===== src/rtl/core_decode.sv =====
// RV32I decode stage: registers decoded fields in step with the register file's
// one-cycle read and bypasses same-edge write-backs into the operands.
module core_decode #(
  parameter logic [31:0] RESET_PC = 32'h0000_0000
) (
  input  logic        CLK,
  input  logic        NRST,
  input  logic        IVALID,
  output logic        IREADY,
  input  logic [31:0] IDATA,
  input  logic [31:0] IPC,
  output logic [4:0]  ARADDR1,
  output logic [4:0]  ARADDR2,
  input  logic [31:0] RDATA1,
  input  logic [31:0] RDATA2,
  input  logic        WB_VALID,
  input  logic [4:0]  WB_ADDR,
  input  logic [31:0] WB_DATA,
  input  logic        FLUSH,
  output logic        OVALID,
  input  logic        OREADY,
  output logic [31:0] OPC,
  output logic [31:0] OPA,
  output logic [31:0] OPB,
  output logic [31:0] OIMM,
  output logic [4:0]  ORD,
  output logic [6:0]  OOPCODE,
  output logic [2:0]  OFUNCT3,
  output logic        OALT,
  output logic        OILLEGAL
);

  localparam logic [6:0] OP_LUI    = 7'b0110111;
  localparam logic [6:0] OP_AUIPC  = 7'b0010111;
  localparam logic [6:0] OP_JAL    = 7'b1101111;
  localparam logic [6:0] OP_JALR   = 7'b1100111;
  localparam logic [6:0] OP_BRANCH = 7'b1100011;
  localparam logic [6:0] OP_LOAD   = 7'b0000011;
  localparam logic [6:0] OP_STORE  = 7'b0100011;
  localparam logic [6:0] OP_OPIMM  = 7'b0010011;
  localparam logic [6:0] OP_OP     = 7'b0110011;
  localparam logic [6:0] OP_MISC   = 7'b0001111;
  localparam logic [6:0] OP_SYSTEM = 7'b1110011;

  logic        r_valid;
  logic [31:0] r_pc;
  logic [31:0] r_imm;
  logic [4:0]  r_rd;
  logic [4:0]  r_rs1;
  logic [4:0]  r_rs2;
  logic [6:0]  r_opcode;
  logic [2:0]  r_funct3;
  logic        r_alt;
  logic        r_illegal;
  logic        r_hit1;
  logic        r_hit2;
  logic [31:0] r_byp1;
  logic [31:0] r_byp2;

  logic        w_accept;
  logic [31:0] w_imm;
  logic [4:0]  w_rd;
  logic        w_illegal;
  logic [31:0] w_i_imm;

  assign IREADY   = ~r_valid | OREADY;
  assign w_accept = IVALID & IREADY & ~FLUSH;

  // Re-address the held instruction while stalled so retiring writes are re-read.
  assign ARADDR1 = w_accept ? IDATA[19:15] : r_rs1;
  assign ARADDR2 = w_accept ? IDATA[24:20] : r_rs2;

  assign w_i_imm = {{20{IDATA[31]}}, IDATA[31:20]};

  always_comb begin
    w_imm     = 32'h0;
    w_rd      = 5'd0;
    w_illegal = 1'b0;
    case (IDATA[6:0])
      OP_LUI, OP_AUIPC: begin
        w_imm = {IDATA[31:12], 12'h000};
        w_rd  = IDATA[11:7];
      end
      OP_JAL: begin
        w_imm = {{12{IDATA[31]}}, IDATA[19:12], IDATA[20], IDATA[30:21], 1'b0};
        w_rd  = IDATA[11:7];
      end
      OP_JALR, OP_LOAD, OP_OPIMM: begin
        w_imm = w_i_imm;
        w_rd  = IDATA[11:7];
      end
      OP_MISC, OP_SYSTEM: w_imm = w_i_imm;
      OP_STORE:  w_imm = {{21{IDATA[31]}}, IDATA[30:25], IDATA[11:7]};
      OP_BRANCH: w_imm = {{20{IDATA[31]}}, IDATA[7], IDATA[30:25], IDATA[11:8], 1'b0};
      OP_OP:     w_rd  = IDATA[11:7];
      default:   w_illegal = 1'b1;
    endcase
  end

  always_ff @(posedge CLK) begin
    if (!NRST || FLUSH) begin
      r_valid   <= 1'b0;
      r_pc      <= RESET_PC;
      r_imm     <= 32'h0;
      r_rd      <= 5'd0;
      r_rs1     <= 5'd0;
      r_rs2     <= 5'd0;
      r_opcode  <= 7'd0;
      r_funct3  <= 3'd0;
      r_alt     <= 1'b0;
      r_illegal <= 1'b0;
      r_hit1    <= 1'b0;
      r_hit2    <= 1'b0;
      r_byp1    <= 32'h0;
      r_byp2    <= 32'h0;
    end else begin
      if (w_accept) begin
        r_valid   <= 1'b1;
        r_pc      <= IPC;
        r_imm     <= w_imm;
        r_rd      <= w_rd;
        r_rs1     <= IDATA[19:15];
        r_rs2     <= IDATA[24:20];
        r_opcode  <= IDATA[6:0];
        r_funct3  <= IDATA[14:12];
        r_alt     <= IDATA[30];
        r_illegal <= w_illegal;
      end else if (r_valid && OREADY) begin
        r_valid <= 1'b0;
      end
      // Register file returns the pre-write value on a same-edge write; catch it here.
      r_hit1 <= WB_VALID & (WB_ADDR != 5'd0) & (WB_ADDR == ARADDR1);
      r_hit2 <= WB_VALID & (WB_ADDR != 5'd0) & (WB_ADDR == ARADDR2);
      r_byp1 <= WB_DATA;
      r_byp2 <= WB_DATA;
    end
  end

  assign OVALID   = r_valid;
  assign OPC      = r_pc;
  assign OPA      = r_hit1 ? r_byp1 : RDATA1;
  assign OPB      = r_hit2 ? r_byp2 : RDATA2;
  assign OIMM     = r_imm;
  assign ORD      = r_rd;
  assign OOPCODE  = r_opcode;
  assign OFUNCT3  = r_funct3;
  assign OALT     = r_alt;
  assign OILLEGAL = r_illegal;

endmodule


===== config.mk =====
export PLATFORM = sky130hd
export DESIGN_NAME = core_decode
export DESIGN_NICKNAME = d
export VERILOG_FILES = /design/src/rtl/core_decode.sv
export SDC_FILE = /design/constraint.sdc
export NUM_CORES = 1
export LEC_CHECK = 0
export CAP_MARGIN = 20
export CORE_AREA = 2 2 129 131
export CTS_CLUSTER_DIAMETER = 100
export DETAILED_ROUTE_END_ITERATION = 7
export DIE_AREA = 0 0 131 133
export GPL_ROUTABILITY_DRIVEN = 0
export PLACE_DENSITY = 0.75
export SLEW_MARGIN = 20
export SYNTH_ARGS = -nofsm -noshare
export SYNTH_HDL_FRONTEND = slang
export SYNTH_SLANG_ARGS = --single-unit

===== constraint.sdc =====
create_clock -name CLK -period 3.2 [get_ports CLK]
set_input_delay 0.8 -clock CLK [delete_from_list [all_inputs] [get_ports CLK]]
set_output_delay 0.8 -clock CLK [all_outputs]
set_load 0.01 [all_outputs]

---- Word-level counts from Yosys, hierarchy flattened ----
Index checks and enable logic that the tools add are counted.
storage, ports and cells
  bits of input ports ..................... 171
  bits in registers ....................... 126
  output and inout bits ................... 157
cells by class
  equality and inequality tests ........... 13
  bitwise operators ....................... 8
  reductions and logical operators ........ 9
  multiplexer cells ....................... 9
operators with widths
  operator                                              count
  one-hot mux 32 bit (5 select lines)                   1
  two-way mux 32 bit                                    2
  equality test 7 bit (second input constant)           4
  equality test 7 x 6 -> 1 bit (second input constant)  3
  two-way mux 5 bit                                     3
  equality test 7 x 5 -> 1 bit (second input constant)  2
  OR reduction 11 bit                                   1
  equality test 5 bit                                   2
  equality test 7 x 2 -> 1 bit (second input constant)  1
  equality test 7 x 4 -> 1 bit (second input constant)  1
  OR reduction 7 bit                                    1
  AND 1 bit                                             5
  nonzero test 5 bit                                    1
  OR reduction 5 bit                                    1
  two-way mux 1 bit                                     3
  NOT 1 bit                                             2
  nonzero test 2 bit                                    1
  OR reduction 2 bit                                    1
  logical AND 1 bit                                     1
  zero test 1 bit                                       1
  logical OR 1 bit                                      1
  OR 1 bit                                              1

---- Logic depth before layout (Yosys ltp) ----
Gate-level depths: netlist of the first run.
  word-level depth ........................ 7
  gate-level depth with buffers ........... 8

---- Least setup slack after synthesis of the first run ----
Ideal clock, no wire load.
  path type ............................... input-to-output
  start point ............................. in OREADY
  end point ............................... out ARADDR1[2]
  path buffers ............................ 2
  path slack .............................. 0.678 ns
  required time ........................... 2.400 ns
  stages on the path ...................... 7
  arrival time ............................ 1.722 ns
  path through ............................ nor2b_2 inv_2 nand2b_4 buf_2 buf_2 nand2_1 nand2_1
between the ends
  word-level cells in the longest chain between the ends .. 4
ends and longest elaborated chain
  element                 RTL line  RTL
  start, declared         21        input logic OREADY,
  OR 1 bit                66        assign IREADY = ~r_valid | OREADY;
  net IREADY              9         output logic IREADY,
  AND 1 bit (2 in a row)  67        assign w_accept = IVALID & IREADY & ~FLUSH;
  two-way mux 5 bit       --
  end, declared           12        output logic [4:0] ARADDR1,
The timed path passes the listed nets, and every way through them passes these cells.

---- Worst setup path after layout of the first run ----
  start point ............................. in OREADY
  end point ............................... out ARADDR2[3]
between the ends
  word-level cells in the longest chain between the ends .. 4
ends and longest elaborated chain
  element                 RTL line  RTL
  OR 1 bit                66
  AND 1 bit (2 in a row)  67
  two-way mux 5 bit       --
  end, declared           13        output logic [4:0] ARADDR2,
No other way between the ends.

==> metrics.yaml, run 1 <==
outcome: "finished clean"
hpwl_microns: 17040
first_global_vias: 5833
worstMarginPinSlew_ns: 0.9482
synth_cells: 623
synth.avg_cell_area_sq_um: 8.931
finalCriticalPeriod_ns: 3.151
r2r_slack_ns: 1.36
peakVddDrop_v: 0.0003516
cts_tree: "yes"
totalPowerFinal_w: 0.004468
place_area_sq_um: 9189
finalWirelength_microns: 22340
coreArea_sq_um: 16170
cts.htree.levels: 4
holdWs_ns: 0.4443
fin_worst_skew_ns: 0.007888
ys_ff_latch: 126
cts.path.max_buffers: 2
hold_violations: 0
synth-seq-area-share: 0.4533
grt_overflow_total: 0
groute.usage.overall: 0.2518
cp-end-kind: "output port"
yosysUniqueCellTypes: 57
power_density_nw_per_um2: 447.8
clk_pin_slew_ns: 0.05
worstSetupPathType: "primary input to output port"
clk_latency_ns: 0.42
timing.fmax_mhz: 317.4
p_clk_frac: 0.480
fin_ws_ns: 0.04895
swShare: 0.2246
cp_max_fo: 8
dr.pass1.iters: 4
setup_viol: 0
postCtsHoldBufs: 0
numPortBuffers: 327
start_kind: "primary input"
slew_viol_final: 0
die_x_microns: 131
grt_first_pass_wirelength_microns: 33080
p_leak_nw: 3.807
critPathRequiredTime_ns: 2.40
synth-edff-count: 0
nNetsFinal: 1143
antenna_found_initial: 3
synth_area_sq_um: 5564
synth-main-ff-cell: "dfxtp_1"
hold_class: "flip-flop to flip-flop"
yosysWarnings: 0
io_pins: 328
die_h_microns: 133
period_share: 0.9847
critical_path.top_delay_family: "buffers and inverters"
dp_slack_ns: -0.2335
crit_arrival_ns: 2.35
floorplan.initialDensity: 0.3441
vias_per_cell: 4.914
drt_iter0_markers: 271
cts_root_buffer: "clkbuf_16"
combPwrFrac: 0.155
crit_buf_inv: 5
syn-num-nets: 794
cts.sinks: 126
dieArea_sq_um: 17420
nFillCells: 1397
maxSlewHeadroom: 0.3679
rows: 47
ant_nets: 0
drive_gt1_frac: 0.1665
maxCapViolCount: 0
async_flop_share: 0
internal_power_w: 0.003464
p_switching_w: 0.001003
syn2layout_area_growth_pct: 79.31
path_cells: "clkdlybuf4s50_1 > nor2b_4 > inv_4 > nand2b_4 > buf_4 > mux2i_4 > inv_1 > dlygate4sd2_1"
grt_max_degree: 53
drcViolationCount: 0
p_seq_frac: 0.364
wl_per_cell_microns: 18.48
max_stage_delay_ns: 0.44
vias: 5941
cpMaxStageDelayCell: "clkdlybuf4s50_1"
cts_buffers: 17
fin_area_sq_um: 9977
==> state kept, by name, summed over array words and instances, names as in the netlist <==
signal    count
OALT          1
OFUNCT3       3
r_byp2       32
ORD           5
OIMM         32
OOPCODE       7
OVALID        1
r_rs2         5
r_rs1         5
r_hit2        1
r_hit1        1
OILLEGAL      1
OPC          32
==> cell usage after synthesis (all sizes together), types with 2 or more instances <==
master	count	area share
nor4	8	0.0090
nand2b	3	0.0061
a31oi	3	0.0034
nor3	12	0.012
a221o	8	0.014
o2111ai	2	0.0031
a22oi	5	0.0067
o211ai	2	0.0036
mux2	64	0.13
nand3	6	0.0054
o21ai	17	0.015
o2bb2ai	5	0.0079
mux2i	6	0.011
and4b	2	0.0036
clkbuf	18	0.013
nand2	119	0.081
o22ai	4	0.0045
nor2b	5	0.0061
a21oi	75	0.067
nand4	2	0.0022
dfxtp	126	0.45
a22o	9	0.014
buf	27	0.026
inv	17	0.011
a211oi	3	0.0049
and3	4	0.0054
a32oi	2	0.0045
and2	34	0.038
nor2	21	0.015
nor3b	2	0.0027
nand3b	2	0.0027
==> final timing paths <==
path | startpoint | endpoint | depth (start not counted)
max | OREADY | ARADDR2[3] | 8
min | OIMM[30] | OIMM[30] | 2
max reg2reg | OVALID | OIMM[12] | 7
min reg2reg | OIMM[30] | OIMM[30] | 2
==> tightest hold or removal path, cell delays in order, from the launching register on <==
cell     delay [ns]
dfxtp_1        0.30
nand2_1        0.05
o21ai_1        0.05
==> stage by stage <==
step,instances,TNS [ns],util
CTS,1203,0,0.6145
finish,1209,0,0.6169
floorplan,623,0,-
detailed placement,1161,-2.049,0.5682
global route,1207,-0.01568,0.6166
global placement,1161,-1.786,0.5682
==> cells by family (layout without fill, tap and decap cells) <==
kind of cell / count (synthesis) / after routing / share of synthesized area
DFF: 126 / 126 / 0.4533
buffers and inverters: 62 / 423 / 0.05037
AOI/OAI and AO/OA: 142 / 142 / 0.1626
and+or+nand+nor: 222 / 223 / 0.1918
other: 0 / 4 / 0
muxes: 70 / 70 / 0.1403
xor gates and xnor gates: 1 / 1 / 0.001574
==> layout by cell type (no fill, tap or decap), drive strengths merged, types with 9 or more instances in the layout <==
master	instances
dlygate4sd2	11
mux2	64
a22o	9
clkdlybuf4s50	315
a21oi	75
nor3	12
inv	17
buf	47
and2	34
dfxtp	126
o21ai	17
nor2	21
nand2	119
clkbuf	22
==> area by class of cell <==
type / instances / area [sq um] / share of cell area
timing repair buffer: 374 / 3627 / 0.3636
tap: 220 / 275.3 / 0.02759
clock inverter: 10 / 183.9 / 0.01843
clock buffer: 22 / 474.2 / 0.04753
multi-input combinational: 436 / 2818 / 0.2824
inverter: 17 / 66.31 / 0.006647
antenna: 4 / 10.01 / 0.001003
sequential: 126 / 2522 / 0.2528
==> power groups by stage <==
stage	Sequential [W]	Clock, W	Combinational [W]
after global placement	0.00166	0	0.000677
after global routing	0.00163	0.00225	0.000745
after CTS	0.00163	0.00218	0.000694
final	0.00163	0.00215	0.000693
after floorplan	0.00166	0	0.000229
after detailed placement	0.00166	0	0.000682
==> metal layers <==
| metal | track usage | vias to the layer above | wire (microns) |
|---|---|---|---|
| met5 | 0 | - | 0 |
| met4 | 0.07565 | 0 | 475 |
| met3 | 0.09220 | 32 | 2157 |
| met2 | 0.4459 | 234 | 11310 |
| met1 | 0.2780 | 2795 | 8399 |
| li1 | - | 2880 | - |
==> timing repair <==
| action | CTS | global route |
|---|---|---|
| resized for setup | 18 | 3 |
| endpoints found under the setup margin | 10 | 2 |
| setup buffers | 9 | 2 |
| cloned | 1 | 0 |
Note: power is estimated with default switching activity, not from simulation.
==> run 2: changes to the inputs <==
CELL_PAD_IN_SITES_DETAIL_PLACEMENT = 2   (was not set)
CELL_PAD_IN_SITES_GLOBAL_PLACEMENT = 2   (was not set)
CORE_AREA = not set   (was 2 2 129 131)
CORE_MARGIN = 2   (was not set)
CORE_UTILIZATION = 22   (was not set)
DIE_AREA = not set   (was 0 0 131 133)
PLACE_DENSITY = not set   (was 0.75)
PLACE_DENSITY_LB_ADDON = 0.1   (was not set)
==> metrics.yaml, run 2 (synthesis gave the netlist of run 1 again) <==
dp_slack_ns: -0.1418  # +0.09162 ns
p_clk_frac: 0.468  # -0.012
floorplan.initialDensity: 0.2222  # -0.1218
fin_cells: 1313  # +8.6%
swShare: 0.2569  # +0.03227
p_seq_frac: 0.371  # +0.007
dr.pass1.iters: 4  # unchanged
cts.sinks: 126  # unchanged
cpMaxStageDelayCell: "clkdlybuf4s50_1"
p_switching_w: 0.001128  # +12%
ant_nets: 0  # unchanged
nFillCells: 2729  # +95%
place_area_sq_um: 9333  # +1.6%
period_share: 0.9793  # -0.005441
max_stage_delay_ns: 0.49  # +0.05 ns
cp-end-kind: "output port"
grt_overflow_total: 0  # unchanged
hpwl_microns: 20940  # +23%
cts.htree.levels: 4  # unchanged
register_area_sq_um: 2522  # unchanged
combPwrFrac: 0.161  # +0.006
numPortBuffers: 327  # unchanged
finalCriticalPeriod_ns: 3.134  # -0.01741 ns
antenna_found_initial: 2  # -1
critPathRequiredTime_ns: 2.40  # about the same
slew_viol_final: 0  # unchanged
cts.path.max_buffers: 2  # unchanged
fin_ws_ns: 0.06636  # +0.01741 ns
clk_latency_ns: 0.42  # about the same
io_pins: 328  # unchanged
dpl.cell_count: 1270  # +9.4%
peakVddDrop_v: 0.0002821  # -20%
mostFrequentLayoutCells: "clkdlybuf4s50_1 (316), dfxtp_1 (126), nand2_1 (117)"
drcViolationCount: 0  # unchanged
vias: 6016  # +1.3%
syn2layout_area_growth_pct: 80.71
p_leak_nw: 3.785  # -0.57%
outcome: "finished clean"
start_kind: "primary input"
nNetsFinal: 1137  # -0.52%
internal_power_w: 0.003263  # -5.8%
worstMarginPinSlew_ns: 0.6457  # -0.3025 ns
rsz0062_at_grt: "yes"
cts_buffers: 17  # unchanged
holdWs_ns: 0.4524  # +0.008027 ns
groute.usage.overall: 0.1982  # -0.05358
path_cells: "clkdlybuf4s50_1 > nand2b_4 > nand2b_4 > buf_4 > mux2i_4 > inv_1 > dlygate4sd2_1"
power_density_nw_per_um2: 436.8  # -2.5%
crit_buf_inv: 4  # -1
critical_path.top_delay_family: "buffers and inverters"
wl_per_cell_microns: 20.74  # +12%
cts_tree: "yes"
dieArea_sq_um: 26580  # +53%
worstSetupPathType: "primary input to output port"
drt_iter0_markers: 176  # -35%
grt_max_degree: 55  # +3.8%
finalWirelength_microns: 27230  # +22%
fin_worst_skew_ns: 0.01026  # +0.002377 ns
finalSetupTns_ns: 0  # unchanged
final_common_cell: "clkdlybuf4s50_1"
crit_top_cell: "nand2b_4"
maxSlewHeadroom: 0.5696  # +0.2017
crit_arrival_ns: 2.33  # -0.02 ns
postCtsHoldBufs: 0  # unchanged
die_x_microns: 163.0  # +24%
vias_per_cell: 4.582  # -6.8%
hold_violations: 0  # unchanged
clk_pin_slew_ns: 0.06  # about the same
drive_gt1_frac: 0.1665  # about the same
grt_first_pass_wirelength_microns: 40130  # +21%
setup_viol: 0  # unchanged
coreArea_sq_um: 25040  # +55%
maxCapViolCount: 0  # unchanged
multiInputGateArea_sq_um: 2830  # +0.44%
cts_root_buffer: "clkbuf_16"
first_global_vias: 6608  # +13%
fin_area_sq_um: 10050  # +0.78%
hold_class: "flip-flop to flip-flop"
cp_max_fo: 5  # -3
rows: 58  # +23%
die_h_microns: 163.0  # +23%
timing.fmax_mhz: 319.1  # +0.56%
## run 2: changes by cell type in the layout (fill, tap and decap cells not counted), sizes merged
| cell | before | now |
|---|---|---|
| clkinvlp | 2 | 3 |
| clkbuf | 22 | 19 |
| dlymetal6s2s | 1 | 4 |
| inv | 17 | 22 |
| bufinv | 5 | 3 |
| clkdlybuf4s50 | 315 | 316 |
| dlygate4sd2 | 11 | 6 |
| buf | 47 | 41 |
## run 2: final timing paths
check                           slack [ns]          to  depth (start not counted)      from
worst max-delay path                  0.07  ARADDR2[3]                          7     FLUSH
worst min-delay path                  0.45    OIMM[24]                          2  OIMM[24]
worst max register to register        0.99    OIMM[23]                          9    OVALID
worst min register to register        0.45    OIMM[24]                          2  OIMM[24]
## run 2: per-stage QoR
step           total power (W)    util
2_1_floorplan         0.001894       -
3_3_place_gp          0.002344  0.3728
3_5_place_dp          0.002366  0.3728
4_1_cts               0.004445  0.3983
5_1_grt               0.004591  0.4014
6_report              0.004391  0.4016
## run 2: layout make-up
class                   count  share of cell area
diodes                      4           0.0009955
clock buffers              18             0.04268
clock inverters            14             0.01817
inverters                  17            0.006346
multi-input cells         436              0.2815
flip-flops and latches    126              0.2509
well taps                 330             0.04107
repair buffers            368              0.3584
## run 2: power groups by stage
stage / clock, W / sequential [W] / combinational, W
floorplan: 0 / 0.00166 / 0.000229
global placement: 0 / 0.00166 / 0.000683
detailed placement: 0 / 0.00166 / 0.000702
CTS: 0.00211 / 0.00163 / 0.000710
global route: 0.00220 / 0.00163 / 0.000761
finish: 0.00205 / 0.00163 / 0.000708
## run 2: worst reg2reg max path, stage by stage (launching register included)
cell and delay, ns:
dfxtp_1 0.31, nor2b_2 0.16, inv_2 0.12, nand2b_4 0.10, buf_4 0.15, buf_4 0.13, buf_4 0.24, nor3_2 0.33
nand2_1 0.32, o21ai_1 0.27
## run 2: timing repair
item	in CTS	in global routing
setup buffers	2	4
cloned	1	0
gates resized for setup	10	13
endpoints found under the setup margin	10	5
## run 2: per-layer routing
metal | track usage | up-vias | part of all wire
li1 | - | 2866 | -
met1 | 0.2334 | 2948 | 0.42
met2 | 0.3446 | 187 | 0.51
met3 | 0.05917 | 15 | 0.065
met4 | 0.06436 | 0 | 0.012
met5 | 0 | - | 0
